==> src/rtl/vision_judge_pkg.sv <==
// Shared definitions for the vision test answer checker.
// Contents: direction codes as produced by the random direction generator,
// the judge FSM state encoding, and small constant/decode helpers.
package vision_pkg;

  localparam logic [2:0] DIR_NONE  = 3'd0;
  localparam logic [2:0] DIR_UP    = 3'd1;
  localparam logic [2:0] DIR_DOWN  = 3'd2;
  localparam logic [2:0] DIR_LEFT  = 3'd3;
  localparam logic [2:0] DIR_RIGHT = 3'd4;

  typedef enum logic [2:0] {
    ST_IDLE,
    ST_REQ,
    ST_SETTLE,
    ST_WAIT_KEY,
    ST_FEEDBACK,
    ST_LEVEL_END,
    ST_DONE
  } judge_state_t;

  function automatic int max3(input int a, input int b, input int c);
    int m;
    m = (a > b) ? a : b;
    return (m > c) ? m : c;
  endfunction

  // keys = {right, left, down, up}. Only meaningful when exactly one bit is set.
  function automatic logic [2:0] key_code(input logic [3:0] keys);
    logic [2:0] code;
    code = DIR_NONE;
    if (keys[0])      code = DIR_UP;
    else if (keys[1]) code = DIR_DOWN;
    else if (keys[2]) code = DIR_LEFT;
    else if (keys[3]) code = DIR_RIGHT;
    return code;
  endfunction

endpackage

==> src/rtl/vision_judge_if.sv <==
// Signal bundle between the vision judge and its environment
// (restart button, debounced keys, direction generator, display logic).
// slave  : the judge itself.
// master : the environment driving keys/directions and observing results.
interface vision_judge_if;
  logic       btn_restart;
  logic       key_up;
  logic       key_down;
  logic       key_left;
  logic       key_right;
  logic [2:0] ran_num;
  logic       en_RESTARTdown;
  logic       en_direction;
  logic [3:0] level;
  logic [2:0] trial_idx;
  logic [2:0] hit_cnt;
  logic       fb_ok;
  logic       fb_err;
  logic       busy;
  logic       done;
  logic [3:0] result;

  modport slave (
    input  btn_restart, key_up, key_down, key_left, key_right, ran_num,
    output en_RESTARTdown, en_direction, level, trial_idx, hit_cnt,
           fb_ok, fb_err, busy, done, result
  );

  modport master (
    output btn_restart, key_up, key_down, key_left, key_right, ran_num,
    input  en_RESTARTdown, en_direction, level, trial_idx, hit_cnt,
           fb_ok, fb_err, busy, done, result
  );
endinterface

==> src/rtl/vision_judge_trial_timer.sv <==
// trial_timer: loadable down-counter shared by the settle, response-timeout
// and feedback phases. Holds at zero once it gets there.
// Ports: clk, rst (async, active-high), load + load_val (load wins over
// counting), zero (count == 0).
module trial_timer #(
  parameter int W = 16
) (
  input  logic         clk,
  input  logic         rst,
  input  logic         load,
  input  logic [W-1:0] load_val,
  output logic         zero
);

  logic [W-1:0] cnt;

  always_ff @(posedge clk or posedge rst) begin
    if (rst)              cnt <= '0;
    else if (load)        cnt <= load_val;
    else if (cnt != '0)   cnt <= cnt - W'(1);
  end

  assign zero = (cnt == '0);

endmodule

==> src/rtl/vision_judge.sv <==
// vision_judge: answer-checking and scoring controller for the vision test.
// Requests directions from the generator, judges each debounced key press
// against ran_num, shows per-trial feedback and walks the optotype levels.
// Ports: clk, rst (async, active-high), bus (vision_judge_if.slave) carrying
// restart/keys/ran_num in and request pulses, progress, feedback and result out.
// SETTLE_CYC, TIMEOUT_CYC and FEEDBACK_CYC must be at least 1.
//
// state      | meaning
// -----------+-----------------------------------------------------------
// IDLE       | after reset, nothing running, all outputs 0
// REQ        | one-cycle direction request (first-of-test or next)
// SETTLE     | let the generator update ran_num before accepting keys
// WAIT_KEY   | response window, timer counts down to timeout
// FEEDBACK   | fb_ok/fb_err shown, keys ignored
// LEVEL_END  | one cycle: advance level or finish with result
// DONE       | test finished, results held until restart
module vision_judge
  import vision_pkg::*;
#(
  parameter int TRIALS       = 5,
  parameter int PASS_MIN     = 3,
  parameter int NUM_LEVELS   = 10,
  parameter int SETTLE_CYC   = 2,
  parameter int TIMEOUT_CYC  = 5000,
  parameter int FEEDBACK_CYC = 500
) (
  input  logic           clk,
  input  logic           rst,
  vision_judge_if.slave  bus
);

  localparam int TMR_MAX = max3(SETTLE_CYC, TIMEOUT_CYC, FEEDBACK_CYC);
  // Timer is loaded with N-1 so that the zero flag marks the Nth cycle.
  localparam int TW = (TMR_MAX < 2) ? 1 : $clog2(TMR_MAX);
  localparam logic [TW-1:0] SETTLE_LD  = TW'((SETTLE_CYC   > 0) ? SETTLE_CYC   - 1 : 0);
  localparam logic [TW-1:0] TIMEOUT_LD = TW'((TIMEOUT_CYC  > 0) ? TIMEOUT_CYC  - 1 : 0);
  localparam logic [TW-1:0] FB_LD      = TW'((FEEDBACK_CYC > 0) ? FEEDBACK_CYC - 1 : 0);

  localparam logic [2:0] TRIAL_LAST = 3'(TRIALS - 1);
  localparam logic [2:0] TRIALS_C   = 3'(TRIALS);
  localparam logic [2:0] PASS_C     = 3'(PASS_MIN);
  localparam logic [3:0] LEVEL_LAST = 4'(NUM_LEVELS - 1);
  localparam logic [3:0] LEVELS_C   = 4'(NUM_LEVELS);

  judge_state_t state_q, state_d;
  logic [3:0]   level_q, level_d;
  logic [2:0]   trial_q, trial_d;
  logic [2:0]   hits_q, hits_d;
  logic [3:0]   result_q, result_d;
  logic         fb_hit_q, fb_hit_d;
  logic         first_q, first_d;

  logic          tmr_load;
  logic [TW-1:0] tmr_val;
  logic          tmr_zero;

  logic [3:0] keys;
  logic       key_any;
  logic       key_one;
  logic       key_hit;

  trial_timer #(.W(TW)) u_timer (
    .clk      (clk),
    .rst      (rst),
    .load     (tmr_load),
    .load_val (tmr_val),
    .zero     (tmr_zero)
  );

  assign keys    = {bus.key_right, bus.key_left, bus.key_down, bus.key_up};
  assign key_any = |keys;
  assign key_one = key_any && ((keys & (keys - 4'd1)) == 4'd0);
  // ran_num==0 can never match a key code, so invalid directions score a miss.
  assign key_hit = key_one && (bus.ran_num != DIR_NONE) && (key_code(keys) == bus.ran_num);

  always_ff @(posedge clk or posedge rst) begin
    if (rst) begin
      state_q  <= ST_IDLE;
      level_q  <= '0;
      trial_q  <= '0;
      hits_q   <= '0;
      result_q <= '0;
      fb_hit_q <= 1'b0;
      first_q  <= 1'b0;
    end else begin
      state_q  <= state_d;
      level_q  <= level_d;
      trial_q  <= trial_d;
      hits_q   <= hits_d;
      result_q <= result_d;
      fb_hit_q <= fb_hit_d;
      first_q  <= first_d;
    end
  end

  always_comb begin
    state_d  = state_q;
    level_d  = level_q;
    trial_d  = trial_q;
    hits_d   = hits_q;
    result_d = result_q;
    fb_hit_d = fb_hit_q;
    first_d  = first_q;
    tmr_load = 1'b0;
    tmr_val  = '0;

    // Restart overrides everything, including a key judged in this cycle.
    if (bus.btn_restart) begin
      state_d  = ST_REQ;
      level_d  = '0;
      trial_d  = '0;
      hits_d   = '0;
      result_d = '0;
      fb_hit_d = 1'b0;
      first_d  = 1'b1;
    end else begin
      case (state_q)
        ST_REQ: begin
          first_d  = 1'b0;
          tmr_load = 1'b1;
          tmr_val  = SETTLE_LD;
          state_d  = ST_SETTLE;
        end
        ST_SETTLE: begin
          if (tmr_zero) begin
            tmr_load = 1'b1;
            tmr_val  = TIMEOUT_LD;
            state_d  = ST_WAIT_KEY;
          end
        end
        ST_WAIT_KEY: begin
          if (key_any || tmr_zero) begin
            fb_hit_d = key_hit;
            if (key_hit && hits_q != TRIALS_C) hits_d = hits_q + 3'd1;
            tmr_load = 1'b1;
            tmr_val  = FB_LD;
            state_d  = ST_FEEDBACK;
          end
        end
        ST_FEEDBACK: begin
          if (tmr_zero) begin
            if (trial_q < TRIAL_LAST) begin
              trial_d = trial_q + 3'd1;
              state_d = ST_REQ;
            end else begin
              state_d = ST_LEVEL_END;
            end
          end
        end
        ST_LEVEL_END: begin
          if (hits_q >= PASS_C) begin
            if (level_q < LEVEL_LAST) begin
              level_d = level_q + 4'd1;
              trial_d = '0;
              hits_d  = '0;
              state_d = ST_REQ;
            end else begin
              result_d = LEVELS_C;
              state_d  = ST_DONE;
            end
          end else begin
            result_d = level_q;
            state_d  = ST_DONE;
          end
        end
        default: ;
      endcase
    end
  end

  assign bus.en_RESTARTdown = (state_q == ST_REQ) && first_q;
  assign bus.en_direction   = (state_q == ST_REQ) && !first_q;
  assign bus.level          = level_q;
  assign bus.trial_idx      = trial_q;
  assign bus.hit_cnt        = hits_q;
  assign bus.fb_ok          = (state_q == ST_FEEDBACK) && fb_hit_q;
  assign bus.fb_err         = (state_q == ST_FEEDBACK) && !fb_hit_q;
  assign bus.busy           = (state_q != ST_IDLE) && (state_q != ST_DONE);
  assign bus.done           = (state_q == ST_DONE);
  assign bus.result         = result_q;

endmodule

==> src/flat_wrapper.sv <==
// flat-port wrapper written by rule: the top's interface ports become plain ports
module vision_judge_flat import vision_pkg::*;
#(
  parameter int TRIALS       = 5,
  parameter int PASS_MIN     = 3,
  parameter int NUM_LEVELS   = 10,
  parameter int SETTLE_CYC   = 2,
  parameter int TIMEOUT_CYC  = 5000,
  parameter int FEEDBACK_CYC = 500
)
  (clk, rst, bus_btn_restart, bus_key_up, bus_key_down, bus_key_left, bus_key_right, bus_ran_num, bus_en_RESTARTdown, bus_en_direction, bus_level, bus_trial_idx, bus_hit_cnt, bus_fb_ok, bus_fb_err, bus_busy, bus_done, bus_result);
  vision_judge_if bus_i ();
  input  logic clk;
  input  logic rst;
  input wire logic [$bits(bus_i.btn_restart)-1:0] bus_btn_restart;
  input wire logic [$bits(bus_i.key_up)-1:0] bus_key_up;
  input wire logic [$bits(bus_i.key_down)-1:0] bus_key_down;
  input wire logic [$bits(bus_i.key_left)-1:0] bus_key_left;
  input wire logic [$bits(bus_i.key_right)-1:0] bus_key_right;
  input wire logic [$bits(bus_i.ran_num)-1:0] bus_ran_num;
  output wire logic [$bits(bus_i.en_RESTARTdown)-1:0] bus_en_RESTARTdown;
  output wire logic [$bits(bus_i.en_direction)-1:0] bus_en_direction;
  output wire logic [$bits(bus_i.level)-1:0] bus_level;
  output wire logic [$bits(bus_i.trial_idx)-1:0] bus_trial_idx;
  output wire logic [$bits(bus_i.hit_cnt)-1:0] bus_hit_cnt;
  output wire logic [$bits(bus_i.fb_ok)-1:0] bus_fb_ok;
  output wire logic [$bits(bus_i.fb_err)-1:0] bus_fb_err;
  output wire logic [$bits(bus_i.busy)-1:0] bus_busy;
  output wire logic [$bits(bus_i.done)-1:0] bus_done;
  output wire logic [$bits(bus_i.result)-1:0] bus_result;
  assign bus_i.btn_restart = bus_btn_restart;
  assign bus_i.key_up = bus_key_up;
  assign bus_i.key_down = bus_key_down;
  assign bus_i.key_left = bus_key_left;
  assign bus_i.key_right = bus_key_right;
  assign bus_i.ran_num = bus_ran_num;
  assign bus_en_RESTARTdown = bus_i.en_RESTARTdown;
  assign bus_en_direction = bus_i.en_direction;
  assign bus_level = bus_i.level;
  assign bus_trial_idx = bus_i.trial_idx;
  assign bus_hit_cnt = bus_i.hit_cnt;
  assign bus_fb_ok = bus_i.fb_ok;
  assign bus_fb_err = bus_i.fb_err;
  assign bus_busy = bus_i.busy;
  assign bus_done = bus_i.done;
  assign bus_result = bus_i.result;
  vision_judge #(.TRIALS(TRIALS), .PASS_MIN(PASS_MIN), .NUM_LEVELS(NUM_LEVELS), .SETTLE_CYC(SETTLE_CYC), .TIMEOUT_CYC(TIMEOUT_CYC), .FEEDBACK_CYC(FEEDBACK_CYC)) u_core (.clk(clk), .rst(rst), .bus(bus_i));
endmodule
==> config.mk <==
export PLATFORM = sky130hd
export DESIGN_NAME = vision_judge_flat
export DESIGN_NICKNAME = d
export VERILOG_FILES = /design/src/rtl/vision_judge_pkg.sv /design/src/rtl/vision_judge_if.sv /design/src/rtl/vision_judge_trial_timer.sv /design/src/rtl/vision_judge.sv /design/src/flat_wrapper.sv
export SDC_FILE = /design/constraint.sdc
export NUM_CORES = 1
export LEC_CHECK = 0
export ABC_AREA = 1
export CAP_MARGIN = 20
export CORE_MARGIN = 2
export CORE_UTILIZATION = 54
export DETAILED_ROUTE_END_ITERATION = 8
export GPL_TIMING_DRIVEN = 0
export PLACE_DENSITY = 0.79
export RECOVER_POWER = 25
export SKIP_CTS_REPAIR_TIMING = 1
export SLEW_MARGIN = 20
export SYNTH_ARGS = -nofsm -noshare
export SYNTH_HDL_FRONTEND = slang
export SYNTH_SLANG_ARGS = --single-unit
==> constraint.sdc <==
create_clock -name clk -period 2 [get_ports clk]
set_input_delay 0.4 -clock clk [delete_from_list [all_inputs] [get_ports clk]]
set_output_delay 0.4 -clock clk [all_outputs]
set_load 0.01 [all_outputs]
### Yosys cells after proc, flatten, opt, wreduce, memory -nomap -nowiden

Cells that the tools add are included.

| operators by class | value |
|---|---|
| add/sub/neg operators | 5 |
| $lt $le $gt $ge | 3 |
| eq/ne operators | 17 |
| muxes and demuxes | 45 |
| bitwise gates (word level) | 1 |
| reduce and logical (&&, ||, !) cells | 34 |

Operator list:

| kind | number |
|---|---|
| $mux W3 | 19 |
| $mux W13 | 4 |
| $pmux W13 S3 | 1 |
| $mux W4 | 8 |
| $ne A3 B2 Y1 const B | 7 |
| $pmux W3 S5 | 1 |
| $reduce_bool A2 Y1 | 7 |
| $logic_not A13 Y1 | 1 |
| $reduce_bool A13 Y1 | 1 |
| $sub A13 B1 Y13 const B | 1 |
| $pmux W3 S2 | 2 |
| $reduce_bool A3 Y1 | 4 |
| $reduce_and A5 Y1 | 2 |
| $eq A3 B3 Y1 const B | 3 |
| $logic_and A1 B1 Y1 | 9 |
| $mux W9 | 1 |
| $ne A3 B3 Y1 const B | 3 |
| $mux W1 | 8 |
| $add A3 B1 Y3 const B | 2 |
| $eq A3 B2 Y1 const B | 2 |
| $reduce_bool A6 Y1 | 1 |
| $add A4 B1 Y4 const B | 1 |
| $and A4 B4 Y4 | 1 |
| $logic_not A4 Y1 | 1 |
| 13 further kinds | 15 |

| word-level totals | value |
|---|---|
| register bits after elaboration | 32 |
| logic and storage cells | 113 |

### Logic depth before layout (Yosys ltp)

Gate-level depths: netlist of the first run.

| depth | value |
|---|---|
| word-level depth | 11 |
| mapped depth | 14 |
| gate-level depth less buffers | 13 |

### Cells and area by module

Synthesis of the first run repeated with hierarchy kept, for this count alone.

| unflattened totals | value |
|---|---|
| cell total of the unflattened synthesis | 327 |
| area total of the unflattened synthesis | 2224.6 µm² |

By module, submodules not included:

| module | instances | cells an instance | area an instance (µm²) | sequential area each (µm²) |
|---|---|---|---|---|
| vision_judge | 1 | 184 | 1297.5 | 475.5 |
| trial_timer | 1 | 143 | 927.1 | 325.3 |

### Worst setup path before layout of the first run

Ideal clock, no wire load.

| timing | value |
|---|---|
| path kind | reg-to-reg |
| start point | register u_core.hits_q[0] (netlist: u_core.bus.hit_cnt[0]) |
| end point | register u_core.result_q[0] (netlist: u_core.bus.result[0]) |
| setup time | 95 ps |
| arrival time | 1676 ps |
| path slack | 228 ps |
| stages on the path, launching flop included | 12 |
| buffers on the path | 0 |
| period minus slack after synthesis | 1772 ps |
| cells stage by stage | dfrtp_1 ha_1 ha_1 nor2_1 nand2_1 nand2_1 inv_1 nor2_1 inv_1 nor2_2 inv_1 o31ai_1 |

| between the ends | value |
|---|---|
| word-level cells in the longest chain between the ends | 4 |

Ends and longest elaborated chain:

| item | line | RTL |
|---|---|---|
| start, declared | vision_judge.sv:48 | `logic [2:0] hits_q, hits_d;` |
| start signal, assigned | vision_judge.sv:89 | `hits_q <= hits_d;` |
| $ge A3 B2 Y1 * | vision_judge.sv:151 | `if (hits_q >= PASS_C) begin` |
| $mux W4 | vision_judge.sv:151 |  |
| $mux W4 | vision_judge.sv:117 | `case (state_q)` |
| $mux W4 | vision_judge.sv:108 | `if (bus.btn_restart) begin` |
| end signal, assigned | vision_judge.sv:90 | `result_q <= result_d;` |
| end, declared | vision_judge.sv:49 | `logic [3:0] result_q, result_d;` |

Every way passes the cells marked *; elsewhere a longest branch is shown, timed or not. The select of a mux whose other input is x is not followed.
A chain may end at the register's enable or synchronous reset.

### Worst setup path in the final report of the first run

| timing | value |
|---|---|
| start point | register u_core.hits_q[0] (netlist: u_core.bus.hit_cnt[0]) |
| end point | register u_core.result_q[2] (netlist: u_core.bus.result[2]) |

Same word-level chain as after synthesis.

==> impl_metrics.tcl, run 1 <==
set metrics [dict create \
    status "completed" \
    dr.pass1.iters 4 \
    fin_setup_tns_ps 0 \
    setup_viol 0 \
    cp_slowest_cell "dfrtp_2" \
    fp-row-count 22 \
    crit_cells 11 \
    yosysTopAreaCell "dfrtp_1" \
    synth.area.top_cells "dfrtp_1, nand2_1, inv_1" \
    path_buf_inv 3 \
    die-area_um2 4321 \
    place_hpwl_mm 3.157 \
    power_frac_comb_pct 46.3 \
    yosysMostFrequentCell "nand2_1" \
    hold_class "reg -> reg" \
    synth_ff_type "dfrtp_1" \
    hold_viol 0 \
    diodes 0 \
    critPathLaunch "u_core.bus.hit_cnt[0]" \
    fin_skew_ps 4.169 \
    grt_pass1_wl_mm 7.341 \
    hold_slack_ps 518.2 \
    synth.avg_cell_area_um2 7.197 \
    cts.clk_slew.worst_paths_ps 70 \
    fmax_mhz 512.4 \
    fill_cells 311 \
    synth_top_cells_by_count "nand2_1, inv_1, dfrtp_1, nor2_1, nand3_1" \
    placed_cells 363 \
    start_kind "flip-flop" \
    fp.dieH_um 65.74 \
    min_period_ps 1952 \
    numCtsBuffers 5 \
    area_delta_synth_final_pct 27.23 \
    pwr-share-clk_pct 20.4 \
    final_util_pct 71.53 \
    die_w_um 65.74 \
    drt_iter0_drc 106 \
    syn_nets 305 \
    required_ps 2190 \
    clk_latency_ps 290 \
    io_buffer_count 29 \
    gr-total-overflow 0 \
    cp.arrival_ps 2140 \
    drv_slew 0 \
    multi_input_area_um2 1077 \
    peakVddDrop_mv 0.6821 \
    netlist_area_um2 2058 \
    worstSetupEndpointType "flip-flop" \
    coreArea_um2 3661 \
    cts.htree.levels 2 \
    swShare_pct 41.15 \
    ant_nets 0 \
    power_density_nw_per_um2 1159 \
    final_nets 346 \
    synthesis.instances 286 \
    reg2reg_setup_slack_ps 50 \
    final_cells 376 \
    internal_power_mw 1.786 \
    ys_seq_elements 32 \
    grt_max_degree 33 \
    r2r-start "u_core.bus.hit_cnt[0]" \
    ys_types 30 \
    ys_seq_area_share_pct 38.91 \
    cp_cell_sequence "ha_1 -> ha_1 -> nor2_1 -> nand2_2 -> nand2_1 -> inv_1 -> nor2_4 -> inv_2 -> nor2_2 -> inv_1 -> o31ai_2" \
    wl_per_cell_um 11.89 \
    clock_path_buffers 2 \
    drt-total-wl_mm 4.470 \
    tightest_slew_ps 1211 \
    power_leakage_nw 1.487 \
    crit_family "simple AND/OR/NAND/NOR gates" \
    drive_above_1_share_pct 14.63 \
    cp_max_fo 5 \
    maxCapViolations 0 \
    rr_worst_depth 11 \
    slew_headroom_pct 19.16 \
    post_drt_via_cell_ratio 5.074 \
    critical_path_class "reg -> reg" \
    period_share_pct 97.58 \
    max_stage_delay_ps 430 \
    drc 0 \
    pwr-share-seq_pct 33.3 \
    cts_root_buffer "clkbuf_8" \
    endpoint "u_core.bus.result[2]" \
    antenna_found_initial 0 \
    cts_tree "built" \
    start_util_pct 56.22 \
    synth-edff-count 0 \
    vias 1908 \
    p_switching_mw 1.249 \
    grt_use_total_pct 22.06 \
    synth-async-reset-ratio_pct 100.0 \
    numClockSinks 32 \
    r2r-end "u_core.bus.result[2]" \
    synth_top_cell_area_share_pct 38.91 \
    num_io_pins 30 \
    regArea_um2 803.3 \
    yosys_warnings 0 \
    grt_pass1_vias 1761 \
    place_congestion 0.8244 \
]
==> layout by cell type (no fill, tap or decap), drive strengths merged, types with 2 or more instances in the layout <==
master,netlist,final
nor2,32,32
nand2,75,75
dlymetal6s2s,0,6
nand4,2,2
dfrtp,32,32
clkbuf,2,8
ha,9,9
inv,55,55
nand3,24,24
o21ai,15,15
buf,1,6
xor2,7,7
a21oi,11,11
clkdlybuf4s50,0,23
o31ai,3,3
nor3,9,9
or2,4,4
==> worst min-delay path by stage <==
stage | start | end | slack [ps] | depth (start not counted)
floorplan | u_core.u_timer.cnt[0] | u_core.u_timer.cnt[0] | 490 | 2
global placement | u_core.bus.result[1] | u_core.bus.result[1] | 500 | 2
finish | u_core.bus.result[1] | u_core.bus.result[1] | 520 | 2
global route | u_core.bus.trial_idx[0] | u_core.bus.trial_idx[0] | 550 | 1
detailed placement | u_core.bus.result[1] | u_core.bus.result[1] | 510 | 2
CTS | u_core.bus.result[1] | u_core.bus.result[1] | 520 | 2
==> registers in the layout, indices dropped and copies added, names as in the netlist <==
register / cells
u_core.bus.hit_cnt: 3
u_core.bus.level: 4
u_core.bus.result: 4
u_core.bus.trial_idx: 3
u_core.fb_hit_q: 1
u_core.first_q: 1
u_core.state_q: 3
u_core.u_timer.cnt: 13
==> power groups by stage <==
stage / clock, mW / combinational [mW] / sequential (mW)
CTS: 0.627 / 1.30 / 1.00
finish: 0.618 / 1.41 / 1.01
detailed placement: 0 / 1.29 / 1.01
global route: 0.647 / 1.60 / 1.03
global placement: 0 / 1.26 / 1.01
floorplan: 0 / 0.962 / 0.991
==> area by class of cell <==
| class | count | area share (%) |
|---|---|---|
| buffer | 3 | 0.7167 |
| clock buffer | 6 | 2.771 |
| clock inverter | 2 | 1.338 |
| inverter | 55 | 7.979 |
| multi-input combinational | 196 | 41.14 |
| sequential | 32 | 30.67 |
| tap | 48 | 2.293 |
| timing repair buffer | 34 | 13.09 |
==> cell families after synthesis <==
kind of cell	count (synthesis)	synth area share [%]
flip-flops	32	38.91
XOR/XNOR	8	3.404
AO/OA/AOI/OAI	32	8.450
buffers and inverters	58	10.94
adder cells (fa/ha/maj)	9	5.471
AND/OR/NAND/NOR	147	32.83
==> worst min-delay path, stage by stage, from the launching register on <==
cell and delay, ps:
dfrtp_1 340, nand3_1 80, nand2_1 70
==> metal layers <==
metal  GRT usage, %  share of wire [%]  vias to the layer above
met2          38.13                 50                       35
met5              0                  0                        -
li1               -                  -                      977
met1          26.02                 45                      890
met4          8.073                1.2                        0
met3          5.993                3.9                        6
==> per-stage QoR <==
step	instance area, µm²	setup WS [ps]	total power [mW]
floorplan	2058	228.1	1.953
global placement	2409	-123.0	2.266
detailed placement	2409	-167.3	2.306
CTS	2516	-227.1	2.931
global route	2619	-28.14	3.278
finish	2619	48.34	3.036
No activity file was read; power rests on OpenSTA's default activity.
==> run 2: changes to the inputs <==
--- a/config.mk
+++ b/config.mk
@@ -13,6 +13,7 @@
 export GPL_TIMING_DRIVEN = 0
 export PLACE_DENSITY = 0.79
 export RECOVER_POWER = 25
+export REMOVE_ABC_BUFFERS = 1
 export SKIP_CTS_REPAIR_TIMING = 1
 export SLEW_MARGIN = 20
 export SYNTH_ARGS = -nofsm -noshare
==> impl_metrics.tcl, run 2 (synthesis results as in run 1) <==
set metrics [dict create \
    status "completed" \
    pwr-share-clk_pct 20.8 \
    clock_path_buffers 2 \
    hold_class "reg -> reg" \
    swShare_pct 41.62 \
    pre_cts_slack_ps -363.9 \
    final_common_cell "nand2_1" \
    peakVddDrop_mv 0.8576 \
    cts_tree "built" \
    hold_viol 0 \
    grt_use_total_pct 22.15 \
    final_nets 346 \
    grt_max_degree 33 \
    multi_input_area_um2 1085 \
    power_leakage_nw 1.492 \
    die_w_um 65.74 \
    drt_iter0_drc 93 \
    cts.htree.levels 2 \
    fin_ws_ps 138.7 \
    pwr-share-seq_pct 33.9 \
    coreArea_um2 3661 \
    p_switching_mw 1.251 \
    area_delta_synth_final_pct 27.84 \
    drt-total-wl_mm 4.582 \
    start_kind "flip-flop" \
    fp.dieH_um 65.74 \
    period_share_pct 93.07 \
    tightest_slew_ps 1270 \
    regMostFlops "u_core.u_timer.cnt" \
    power_frac_comb_pct 45.4 \
    cts.clk_slew.worst_paths_ps 70 \
    final_cell_mix "nand2_1, inv_1, dfrtp_1" \
    clk_latency_ps 290 \
    gr-total-overflow 0 \
    cp.arrival_ps 2050 \
    die-area_um2 4321 \
    drive_above_1_share_pct 14.94 \
    worstSetupEndpointType "flip-flop" \
    post_drt_via_cell_ratio 5.053 \
    internal_power_mw 1.754 \
    slew_headroom_pct 15.22 \
    cp_max_fo 7 \
    power_density_nw_per_um2 1142 \
    fmax_mhz 537.3 \
    maxCapViolations 0 \
    grt_pass1_vias 1745 \
    cts_root_buffer "clkbuf_8" \
    numCtsBuffers 5 \
    antenna_found_initial 0 \
    hold_slack_ps 514.9 \
    min_period_ps 1861 \
    fp-row-count 22 \
    place_congestion 0.8192 \
    required_ps 2190 \
    numClockSinks 32 \
    largest_register_ffs 13 \
    start_util_pct 56.22 \
    place_hpwl_mm 3.126 \
    grt_pass1_wl_mm 7.362 \
    critical_path_class "reg -> reg" \
    fill_cells 300 \
    ant_nets 0 \
    setup_viol 0 \
    drc 0 \
    wl_per_cell_um 12.19 \
    io_buffer_count 29 \
    regArea_um2 803.3 \
    diodes 0 \
    num_io_pins 30 \
    dr.pass1.iters 4 \
    vias 1900 \
    drv_slew 0 \
    fin_skew_ps 6.389 \
]
[run 2: cell count changes in the layout (fill, tap and decap cells not counted), sizes merged]
cell           change
dlymetal6s2s       +1
nand3              +1
clkdlybuf4s50      -1
inv                -1
buf                +1
clkinvlp           +1
clkbuf             -2
[run 2: power by group through the flow]
| stage | clock network (mW) | logic (mW) | registers (mW) |
|---|---|---|---|
| finish | 0.624 | 1.36 | 1.02 |
| global route | 0.648 | 1.57 | 1.04 |
| CTS | 0.626 | 1.26 | 1.01 |
| detailed placement | 0 | 1.25 | 1.02 |
| global placement | 0 | 1.22 | 1.01 |
| floorplan | 0 | 0.943 | 0.991 |
[run 2: worst paths after layout]
check,start,endpoint,slack [ps],cells after the start
worst max-delay path,u_core.u_timer.cnt[0],u_core.u_timer.cnt[12],140,13
worst min-delay path,u_core.bus.result[2],u_core.bus.result[2],510,2
worst max register to register,u_core.u_timer.cnt[0],u_core.u_timer.cnt[12],140,13
worst min register to register,u_core.bus.result[2],u_core.bus.result[2],510,2
max in group asynchronous,rst,u_core.bus.hit_cnt[0],400,2
min in group asynchronous,rst,u_core.u_timer.cnt[7],750,2
[run 2: critical path, cell delays in order, from the launching register on]
cell and delay (ps):
dfrtp_1 400, inv_2 70, ha_2 190, nand2_2 80, nor2_4 160, nand2_4 120, nand2_2 90, nand2_2 70
nand3_2 130, nand3_2 200, nand2_1 100, nand2_1 50, nand2_1 60, inv_1 40
[run 2: through the flow]
step                util [%]  cells  TNS [ps]  area, µm²  total power [mW]
floorplan                  -    283         0       2039             1.934
global placement       65.28    360     -3833       2390             2.237
detailed placement     65.28    360     -3967       2390             2.271
CTS                    68.22    368    -885.0       2497             2.896
global route           71.87    376    -28.19       2631             3.256
finish                 71.87    376         0       2631             3.005
[run 2: per-layer routing]
metal / routed length (µm) / part of all wire, % / global-route usage [%]
met3: 133 / 2.9 / 3.082
met4: 90 / 2.0 / 10.16
met1: 2152 / 47 / 26.51
met2: 2206 / 48 / 39.02
met5: 0 / 0 / 0
[run 2: area by class of cell]
type / count / share of cell area [%]
multi-input cells: 197 / 41.23
flip-flops and latches: 32 / 30.53
repair buffers: 36 / 13.69
clock inverters: 2 / 1.331
well taps: 48 / 2.282
inverters: 55 / 8.179
clock buffers: 6 / 2.758
==> run 3: changes to the inputs <==
--- a/config.mk
+++ b/config.mk
@@ -5,13 +5,12 @@
 export SDC_FILE = /design/constraint.sdc
 export NUM_CORES = 1
 export LEC_CHECK = 0
-export ABC_AREA = 1
 export CAP_MARGIN = 20
 export CORE_MARGIN = 2
 export CORE_UTILIZATION = 54
 export DETAILED_ROUTE_END_ITERATION = 8
 export GPL_TIMING_DRIVEN = 0
-export PLACE_DENSITY = 0.79
+export PLACE_DENSITY = 0.8
 export RECOVER_POWER = 25
 export REMOVE_ABC_BUFFERS = 1
 export SKIP_CTS_REPAIR_TIMING = 1
==> impl_metrics.tcl, run 3 <==
set metrics [dict create \
    synth-compound-area-share_pct 15.97 \
    synth_xor_area_share_pct 5.837 \
    die_w_um 64.10 \
    p_switching_mw 1.122 \
    synthSimpleGateAreaFrac_pct 25.47 \
    regMostFlops "u_core.u_timer.cnt" \
    r2r-start "u_core.u_timer.cnt[0]" \
    cts.clk_slew.worst_paths_ps 110 \
    area_delta_synth_final_pct 38.68 \
    coreArea_um2 3416 \
    fmax_mhz 402.0 \
    grt.busiest_layer "met2" \
    place_area_um2 2277 \
    largest_register_ffs 13 \
    netlist_area_um2 1951 \
    min_period_ps 2487 \
    drt-total-wl_mm 5.093 \
    yosys_warnings 0 \
    final_cell_mix "dfrtp_1, nor2_1, buf_4, clkdlybuf4s50_1" \
    ys_seq_elements 32 \
    slew_headroom_pct 18.96 \
    cts.htree.levels 2 \
    vias 1808 \
    grt_pass1_wl_mm 6.962 \
    grt_max_degree 33 \
    required_ps 2230 \
    use_met1_pct 29.68 \
    hold_viol 0 \
    worstSetupEndpointType "flip-flop" \
    period_share_pct 124.4 \
    cts_root_buffer "clkbuf_4" \
    endpoint "u_core.u_timer.cnt[11]" \
    drt_iter0_drc 98 \
    synth_top_cell_area_share_pct 41.05 \
    yosysTopAreaCell "dfrtp_1" \
    rr_worst_depth 12 \
    synth_top_family_by_area "simple AND/OR/NAND/NOR gates" \
    use_met3_pct 4.754 \
    synth.area.top_cells "dfrtp_1, ha_1, nor2_1" \
    hold_class "reg -> reg" \
    swShare_pct 39.21 \
    power_frac_comb_pct 44.8 \
    antenna_found_initial 0 \
    grt_util_met2_pct 33.72 \
    num_io_pins 30 \
    synth-adder-area-share_pct 5.773 \
    post_drt_via_cell_ratio 5.814 \
    synth-edff-count 0 \
    reg2reg_setup_slack_ps -490 \
    rsz0062_at_grt "yes" \
    drive_above_1_share_pct 24.15 \
    ys_types 48 \
    peakVddDrop_mv 0.5594 \
    pwr-share-seq_pct 35.3 \
    violations "setup timing" \
    numCtsBuffers 5 \
    status "finished, violations left" \
    fp.dieH_um 64.10 \
    wl_per_cell_um 16.38 \
    final_util_pct 79.19 \
    fin_skew_ps 12.53 \
    critPathLaunch "u_core.u_timer.cnt[0]" \
    start_kind "flip-flop" \
    critical_path_class "reg -> reg" \
    internal_power_mw 1.740 \
    grt_use_total_pct 21.92 \
    synth-async-reset-ratio_pct 100.0 \
    drc 0 \
    fin_ws_ps -487.4 \
    place_congestion 0.7917 \
    final_common_cell "dfrtp_1" \
    fp-row-count 21 \
    drv_slew 0 \
    maxCapViolations 0 \
    synthesis.instances 210 \
    place_hpwl_mm 2.929 \
    setup_viol 24 \
    synth_top_cells_by_count "dfrtp_1, nor2_1, a21oi_1, inv_1, nor3_1" \
    power_mw 2.862 \
    ant_nets 0 \
    grt_pass1_vias 1560 \
    synthMuxAreaShare_pct 2.117 \
    min_from "u_core.first_q" \
    synth.avg_cell_area_um2 9.289 \
    ys_seq_area_share_pct 41.05 \
    synth_ff_type "dfrtp_1" \
    pre_cts_slack_ps -852.0 \
    numClockSinks 32 \
    gr-total-overflow 0 \
    start_util_pct 57.11 \
    r2r-end "u_core.u_timer.cnt[11]" \
    cp.arrival_ps 2720 \
    power_density_nw_per_um2 1058 \
    io_buffer_count 29 \
    diodes 0 \
    clock_path_buffers 2 \
    final_nets 283 \
    yosysMostFrequentCell "dfrtp_1" \
    tightest_slew_ps 1214 \
    cts_tree "built" \
    pwr-share-clk_pct 19.9 \
    die-area_um2 4109 \
    power_leakage_nw 1.201 \
    dr.pass1.iters 7 \
    stdcell_area_um2 2705 \
    cp_max_fo 6 \
    clk_latency_ps 350 \
]
[run 3: cells by family after synthesis]
group,count (synthesis)
AO/OA/AOI/OAI,45
buffers and inverters,19
XOR/XNOR,13
flip-flops,32
adder cells (fa/ha/maj),9
AND/OR/NAND/NOR,88
multiplexers,4
[run 3: through the flow]
step	hold slack (ps)	TNS (ps)	std cells
6_report	530.4	-7328	311
5_1_grt	548.8	-9257	311
4_1_cts	491.2	-15180	288
3_5_place_dp	499.5	-13120	280
3_3_place_gp	483.8	-12040	280
2_1_floorplan	463.1	-5387	205
[run 3: per-layer routing]
metal	vias up	part of all wire [%]
met5	-	0
li1	862	-
met1	881	43
met4	0	1.9
met3	10	4.7
met2	55	50
[run 3: power groups by stage]
stage                     clock network (mW)  logic, mW  registers [mW]
after floorplan                            0      0.716           0.954
after global placement                     0      0.918           0.988
after detailed placement                   0      0.940           0.998
after CTS                              0.566      0.949           0.984
after global routing                   0.598       1.41            1.03
final                                  0.569       1.28            1.01
[run 3: critical path, stage by stage (launching register included)]
cell	delay (ps)
dfrtp_1	410
inv_2	100
ha_4	140
or4b_4	500
buf_4	170
nor4_4	200
buf_4	190
buf_4	120
buf_4	100
buf_4	130
nor4_1	60
xnor2_1	190
nor2_1	60
[run 3: how the worst min path moves through the flow]
stage                                      to  cells past startpoint
final                          u_core.first_q                      1
after global placement         u_core.first_q                      1
after CTS                   u_core.state_q[1]                      2
after global routing           u_core.first_q                      1
after detailed placement       u_core.first_q                      1
after floorplan           u_core.bus.level[1]                      1
[run 3: cell type report]
cell class                      count  area (µm²)
Sequential cell                    32       804.5
Tap cell                           46       57.56
Multi-Input combinational cell    159        1210
Fill cell                         231       710.7
Inverter                           14       56.30
Timing Repair Buffer               52       481.7
Clock buffer                        7       65.06
Clock inverter                      1       30.03
